[src/rtl/cpu7_excp_ctl_pkg.sv]
// Shared definitions for the cpu7 trap sequencer: datapath width, default
// cause codes and FSM state encodings.
package cpu7_excp_ctl_pkg;

  localparam int GRLEN = 32;

  localparam logic [5:0] ECODE_ALE_DEF = 6'h09;
  localparam logic [5:0] ECODE_INE_DEF = 6'h0d;

  typedef enum logic [1:0] {
    CPU7_EXCP_IDLE  = 2'd0,
    CPU7_EXCP_REDIR = 2'd1,
    CPU7_EXCP_DRAIN = 2'd2
  } excp_state_e;

endpackage

[src/rtl/cpu7_excp_ctl_if.sv]
// Trap interface bundle: _e-stage events in, CSR strobes out, IFU redirect
// handshake, flush and sticky cause code.
interface cpu7_excp_ctl_if;
  import cpu7_excp_ctl_pkg::*;

  logic             ecl_valid_e;
  logic             ecl_ale_e;
  logic             ecl_illinst_e;
  logic             ecl_ertn_e;
  logic [GRLEN-1:0] csr_eentry;
  logic [GRLEN-1:0] csr_era;
  logic             ecl_csr_ale_e;
  logic             ecl_csr_illinst_e;
  logic             ecl_csr_ertn_e;
  logic             exu_ifu_redir_vld;
  logic [GRLEN-1:0] exu_ifu_redir_pc;
  logic             ifu_exu_redir_rdy;
  logic             ecl_flush;
  logic [5:0]       excp_ecode;

  modport master (
    input  ecl_valid_e, ecl_ale_e, ecl_illinst_e, ecl_ertn_e,
    input  csr_eentry, csr_era, ifu_exu_redir_rdy,
    output ecl_csr_ale_e, ecl_csr_illinst_e, ecl_csr_ertn_e,
    output exu_ifu_redir_vld, exu_ifu_redir_pc, ecl_flush, excp_ecode
  );

  modport slave (
    output ecl_valid_e, ecl_ale_e, ecl_illinst_e, ecl_ertn_e,
    output csr_eentry, csr_era, ifu_exu_redir_rdy,
    input  ecl_csr_ale_e, ecl_csr_illinst_e, ecl_csr_ertn_e,
    input  exu_ifu_redir_vld, exu_ifu_redir_pc, ecl_flush, excp_ecode
  );

endinterface

[src/rtl/cpu7_excp_ctl.sv]
// Trap sequencer: qualifies _e-stage ale/illinst/ertn, strobes the CSR block,
// then holds a fetch redirect to the IFU and flushes _d/_e until it drains.
module cpu7_excp_ctl
  import cpu7_excp_ctl_pkg::*;
#(
  parameter int         DRAIN_CYCLES = 1,
  parameter logic [5:0] ECODE_ALE    = ECODE_ALE_DEF,
  parameter logic [5:0] ECODE_INE    = ECODE_INE_DEF
) (
  input  logic             clk,
  input  logic             resetn,
  cpu7_excp_ctl_if.master  bus
);

  if (DRAIN_CYCLES < 1 || DRAIN_CYCLES > 15) begin : g_bad_drain
    $error("cpu7_excp_ctl: DRAIN_CYCLES must be within 1..15");
  end

  localparam logic [3:0] DRAIN_INIT = 4'(DRAIN_CYCLES - 1);

  excp_state_e      state, state_nxt;
  logic [3:0]       cnt, cnt_nxt;
  logic [GRLEN-1:0] redir_pc;
  logic [5:0]       ecode;
  logic             accept;
  logic             ale_stb, ill_stb, ertn_stb;
  logic             take_excp, any_stb;

  // Strobes are combinational so the CSR block samples them alongside pc_e.
  assign accept    = bus.ecl_valid_e & (state == CPU7_EXCP_IDLE);
  assign ale_stb   = accept & bus.ecl_ale_e;
  assign ill_stb   = accept & ~bus.ecl_ale_e & bus.ecl_illinst_e;
  assign ertn_stb  = accept & ~bus.ecl_ale_e & ~bus.ecl_illinst_e & bus.ecl_ertn_e;
  assign take_excp = ale_stb | ill_stb;
  assign any_stb   = take_excp | ertn_stb;

  always_ff @(posedge clk or negedge resetn) begin
    if (!resetn) begin
      state <= CPU7_EXCP_IDLE;
      cnt   <= '0;
    end else begin
      state <= state_nxt;
      cnt   <= cnt_nxt;
    end
  end

  // Target and cause are captured from the CSR values visible in the strobe cycle.
  always_ff @(posedge clk or negedge resetn) begin
    if (!resetn) begin
      redir_pc <= '0;
      ecode    <= '0;
    end else if (any_stb) begin
      redir_pc <= take_excp ? bus.csr_eentry : bus.csr_era;
      if (take_excp) begin
        ecode <= ale_stb ? ECODE_ALE : ECODE_INE;
      end
    end
  end

  always_comb begin
    state_nxt = state;
    cnt_nxt   = cnt;
    case (state)
      CPU7_EXCP_IDLE: begin
        if (any_stb) state_nxt = CPU7_EXCP_REDIR;
      end
      CPU7_EXCP_REDIR: begin
        if (bus.ifu_exu_redir_rdy) begin
          state_nxt = CPU7_EXCP_DRAIN;
          cnt_nxt   = DRAIN_INIT;
        end
      end
      CPU7_EXCP_DRAIN: begin
        if (cnt == 4'd0) state_nxt = CPU7_EXCP_IDLE;
        else             cnt_nxt   = cnt - 4'd1;
      end
      default: state_nxt = CPU7_EXCP_IDLE;
    endcase
  end

  assign bus.ecl_csr_ale_e     = ale_stb;
  assign bus.ecl_csr_illinst_e = ill_stb;
  assign bus.ecl_csr_ertn_e    = ertn_stb;
  assign bus.exu_ifu_redir_vld = (state == CPU7_EXCP_REDIR);
  assign bus.exu_ifu_redir_pc  = redir_pc;
  assign bus.ecl_flush         = (state != CPU7_EXCP_IDLE) | any_stb;
  assign bus.excp_ecode        = ecode;

endmodule

[src/flat_wrapper.sv]
// flat-port wrapper written by rule: the top's interface ports become plain ports
module cpu7_excp_ctl_flat import cpu7_excp_ctl_pkg::*;
#(
  parameter int         DRAIN_CYCLES = 1,
  parameter logic [5:0] ECODE_ALE    = ECODE_ALE_DEF,
  parameter logic [5:0] ECODE_INE    = ECODE_INE_DEF
)
  (clk, resetn, bus_ecl_valid_e, bus_ecl_ale_e, bus_ecl_illinst_e, bus_ecl_ertn_e, bus_csr_eentry, bus_csr_era, bus_ifu_exu_redir_rdy, bus_ecl_csr_ale_e, bus_ecl_csr_illinst_e, bus_ecl_csr_ertn_e, bus_exu_ifu_redir_vld, bus_exu_ifu_redir_pc, bus_ecl_flush, bus_excp_ecode);
  cpu7_excp_ctl_if bus_i ();
  input  logic clk;
  input  logic resetn;
  input wire logic [$bits(bus_i.ecl_valid_e)-1:0] bus_ecl_valid_e;
  input wire logic [$bits(bus_i.ecl_ale_e)-1:0] bus_ecl_ale_e;
  input wire logic [$bits(bus_i.ecl_illinst_e)-1:0] bus_ecl_illinst_e;
  input wire logic [$bits(bus_i.ecl_ertn_e)-1:0] bus_ecl_ertn_e;
  input wire logic [$bits(bus_i.csr_eentry)-1:0] bus_csr_eentry;
  input wire logic [$bits(bus_i.csr_era)-1:0] bus_csr_era;
  input wire logic [$bits(bus_i.ifu_exu_redir_rdy)-1:0] bus_ifu_exu_redir_rdy;
  output wire logic [$bits(bus_i.ecl_csr_ale_e)-1:0] bus_ecl_csr_ale_e;
  output wire logic [$bits(bus_i.ecl_csr_illinst_e)-1:0] bus_ecl_csr_illinst_e;
  output wire logic [$bits(bus_i.ecl_csr_ertn_e)-1:0] bus_ecl_csr_ertn_e;
  output wire logic [$bits(bus_i.exu_ifu_redir_vld)-1:0] bus_exu_ifu_redir_vld;
  output wire logic [$bits(bus_i.exu_ifu_redir_pc)-1:0] bus_exu_ifu_redir_pc;
  output wire logic [$bits(bus_i.ecl_flush)-1:0] bus_ecl_flush;
  output wire logic [$bits(bus_i.excp_ecode)-1:0] bus_excp_ecode;
  assign bus_i.ecl_valid_e = bus_ecl_valid_e;
  assign bus_i.ecl_ale_e = bus_ecl_ale_e;
  assign bus_i.ecl_illinst_e = bus_ecl_illinst_e;
  assign bus_i.ecl_ertn_e = bus_ecl_ertn_e;
  assign bus_i.csr_eentry = bus_csr_eentry;
  assign bus_i.csr_era = bus_csr_era;
  assign bus_i.ifu_exu_redir_rdy = bus_ifu_exu_redir_rdy;
  assign bus_ecl_csr_ale_e = bus_i.ecl_csr_ale_e;
  assign bus_ecl_csr_illinst_e = bus_i.ecl_csr_illinst_e;
  assign bus_ecl_csr_ertn_e = bus_i.ecl_csr_ertn_e;
  assign bus_exu_ifu_redir_vld = bus_i.exu_ifu_redir_vld;
  assign bus_exu_ifu_redir_pc = bus_i.exu_ifu_redir_pc;
  assign bus_ecl_flush = bus_i.ecl_flush;
  assign bus_excp_ecode = bus_i.excp_ecode;
  cpu7_excp_ctl #(.DRAIN_CYCLES(DRAIN_CYCLES), .ECODE_ALE(ECODE_ALE), .ECODE_INE(ECODE_INE)) u_core (.clk(clk), .resetn(resetn), .bus(bus_i));
endmodule
[config.mk]
export PLATFORM = sky130hd
export DESIGN_NAME = cpu7_excp_ctl_flat
export DESIGN_NICKNAME = d
export VERILOG_FILES = /design/src/rtl/cpu7_excp_ctl_pkg.sv /design/src/rtl/cpu7_excp_ctl_if.sv /design/src/rtl/cpu7_excp_ctl.sv /design/src/flat_wrapper.sv
export SDC_FILE = /design/constraint.sdc
export NUM_CORES = 1
export LEC_CHECK = 0
export CAP_MARGIN = 20
export CORE_MARGIN = 2
export CORE_UTILIZATION = 40
export CTS_CLUSTER_DIAMETER = 40
export DETAILED_ROUTE_END_ITERATION = 10
export GPL_ROUTABILITY_DRIVEN = 0
export GPL_TIMING_DRIVEN = 0
export PLACE_DENSITY = 0.9
export RECOVER_POWER = 50
export SYNTH_ARGS = -nofsm -noshare
export SYNTH_HDL_FRONTEND = slang
export SYNTH_SLANG_ARGS = --single-unit
[constraint.sdc]
create_clock -name clk -period 3.15 [get_ports clk]
set_input_delay 0.4725 -clock clk [delete_from_list [all_inputs] [get_ports clk]]
set_output_delay 0.4725 -clock clk [all_outputs]
set_load 0.005 [all_outputs]
==> results by group <==
Global route
  – Total gr overflow: 0
  – Global Route Usage Sum: 20.7%
  – First-pass GRT wire length: 8690 microns
  – Largest net degree at the start of global routing: 41
  – Vias in the first global route: 1,780
  – Initial antenna violation count: 0

Synthesis
  – Netlist Area Pre-Place: 2000 sq um
  – Synth Instances: 170
  – Post-synth EDFFs: 0
  – Top cells by count, synth: dfrtp_1 (40), nand2b_1 (34), o221a_2 (32), inv_1 (9), clkbuf_1 (7)
  – Top post-synthesis cells by area: dfrtp_1 (50%), o221a_2 (18%), nand2b_1 (11%)
  – Post-synth ARST share: 100%
  – Largest area contributor in the netlist: dfrtp_1
  – Top-area cell type share of the netlist area: 50.0%
  – Yosys warnings: 0
  – Top-count cell post-synth: dfrtp_1
  – Avg Synthesized Cell Area: 11.8 sq um
  – Top_reg_cell synth: dfrtp_1
  – Yosys reg bits: 40
  – Synth cell types: 33
  – Fraction of the yosys area taken by sequential cells: 50.0%

Setup path
  – Reg2Reg Launch Point: u_core.state[0]
  – CP max stage delay: 500 ps
  – CP arrival: 2370 ps
  – Critical path class: reg2out
  – Crit path from: u_core.state[0]
  – Critical Path Sink Type: primary output
  – Critical path cell sequence: inv_1 -> ha_1 -> nand4_1 -> clkbuf_1 -> inv_1 -> clkdlybuf4s50_1
  – Critical path startpoint category: flip-flop
  – CP Data Required Time: 2680 ps
  – Crit path top cell by count: inv_1
  – Slowest-stage cell, CP: clkdlybuf4s50_1
  – Critical path fanouts, max: 10

Final layout
  – Area of the multi-input gates: 897 sq um
  – Antenna fix cells: 0
  – Area delta synth->final: 65.3%
  – Layout cells sized above 1: 16.9%
  – Filler cells: 375
  – Design area: 3310 sq um
  – Area occupied by registers: 1000 sq um
  – Final core occ: 69.1%
  – Final nets: 366

Detailed routing
  – Vias per Instance: 5.09
  – Iteration-0 DRC Markers: 100
  – Routed Antenna Nets: 0
  – DRC Markers: 0
  – Routed wire length: 5690 microns
  – Vias: 1,818
  – Drt wl/cell: 15.9 microns
  – Drt first pass iters: 4

STA
  – Setup violators final: 0
  – Hold Fails Final Rpt: 0
  – Actual slew at the worst max-slew pin: 2120 ps
  – Slew Limit Fails: 41
  – RSZ-0062 raised after global routing: no
  – Fin crit period: 2840 ps
  – Max Clk Rate: 0.352 GHz
  – Final TNS setup: 0 ps
  – WHS: 512 ps
  – Final period util: 90.2%
  – Worst rel slew slack: -41.0%
  – Clk_skew: 2.71 ps

Floorplan
  – Full die area: 5580 sq um
  – Starting density of the core: 41.8%
  – Num ports: 114
  – Height of the chip: 74.7 microns
  – # rows: 25
  – Core Region: 4790 sq um
  – Die width: 74.7 microns

Power and ir drop
  – Switching power: 826 uW
  – Share of total power in the clock network: 16.7%
  – Switching Share: 30.8%
  – Pint: 1.85 mW
  – Flop pwr share: 32.2%
  – Worst IR Drop VDD: 0.000376 V
  – Comb power frac: 51.1%
  – Leakage: 1.32 nW
  – Post-layout total power: 2.68 mW
  – PwrDens: 810 nW/um^2

Hold path
  – Hold Crit Class: reg2reg
  – Hold wc startpoint: u_core.cnt[2]

Placed design
  – Cell area after placement: 3190 sq um
  – I/O Buffers: 110
  – HPWL after detailed placement: 4220 microns

CTS
  – CTS resizes: 0
  – # clock sinks: 40
  – Post-CTS Setup Bufs: 0
  – CTS tree: done
  – CTS clock-pin slew for the worst setup and hold paths: 80 ps
  – H-tree levels: 2
  – CTS root buf: clkbuf_8
  – Total CTS buffers: 5
  – Hold buffers post-CTS: 0
  – Max Root-Sink Buffers: 2
  – Clk_lat worst skew: 290 ps

Run
  – Max-cap viol count: 1

Outcome
  – Violated checks: capacitance limit, slew limit
  – Outcome: complete, but fails checks
==> layout make-up <==
cell class	instances	share of cell area (%)
plain buffers	15	2.27
clock buffers	6	2.50
well taps	67	2.53
clock inverters	2	1.17
inverters	9	1.02
flip-flops and latches	40	30.3
multi-input cells	108	27.1
repair buffers	110	33.1
==> power by group through the flow <==
stage	Combinational (mW)	Sequential [mW]	Clock [mW]
3_3_place_gp	1.39	0.861	0
6_report	1.37	0.862	0.446
4_1_cts	1.43	0.866	0.459
2_1_floorplan	0.706	0.880	0
5_1_grt	1.51	0.891	0.485
3_5_place_dp	1.42	0.872	0
==> final timing paths <==
kind | endpoint | slack (ps) | cells after the start
setup / recovery | bus_ecl_csr_ertn_e | 310 | 6
hold / removal | u_core.cnt[2] | 510 | 1
setup reg to reg | u_core.bus.exu_ifu_redir_pc[22] | 1230 | 5
hold reg to reg | u_core.cnt[2] | 510 | 1
max in group asynchronous | u_core.bus.exu_ifu_redir_pc[28] | 1160 | 1
min in group asynchronous | u_core.bus.exu_ifu_redir_pc[10] | 790 | 1
==> routing by layer <==
metal / part of all wire (%) / track usage (%) / routed length, microns
met2: 50 / 34.7 / 2820
met5: 0 / 0 / 0
met4: 0.81 / 5.95 / 46
met1: 42 / 26.5 / 2400
met3: 7.4 / 5.35 / 422
==> critical path, delay by kind of cell, from the launching register on <==
family / cells / cell delay [ps]
AND/OR/NAND/NOR: 1 / 290
buffers and inverters: 4 / 1030
adder cells (fa/ha/maj): 1 / 340
flip-flops: 1 / 410
==> layout by cell type, fill, tap and decap left out, drive strengths merged, types with 2 or more instances in the layout <==
cell | Yosys | layout
dfrtp | 40 | 40
dlygate4sd3 | 0 | 17
o31ai | 3 | 3
o211ai | 2 | 2
inv | 9 | 9
nor2b | 2 | 2
a221oi | 2 | 2
buf | 8 | 7
o221a | 32 | 32
clkdlybuf4s50 | 0 | 92
o311ai | 2 | 2
clkbuf | 7 | 15
ha | 6 | 6
nand2 | 4 | 4
nand2b | 34 | 34
nand4 | 2 | 2
o21ai | 2 | 2
conb | 1 | 3
==> state kept, by name, summed over array words and instances, names as in the netlist <==
| signal | cells |
|---|---|
| u_core.bus.excp_ecode | 2 |
| u_core.state | 2 |
| u_core.bus.exu_ifu_redir_pc | 32 |
| u_core.cnt | 4 |
==> metrics by stage <==
step	std cells	worst slack, ps
2_1_floorplan	172	1400
3_3_place_gp	349	391
3_5_place_dp	349	385
4_1_cts	357	286
5_1_grt	357	122
6_report	357	310
==> cells by family after synthesis <==
family                     count (synthesis)  share of synthesized area, %
and+or+nand+nor                           50                          15.3
AOI/OAI and AO/OA                         48                          24.7
DFF                                       40                          50.0
buffers and inverters                     24                          5.50
adders and majority gates                  6                          3.75
muxes                                      1                         0.563
other                                      1                         0.187
Note: power is estimated with default switching activity, not from simulation.
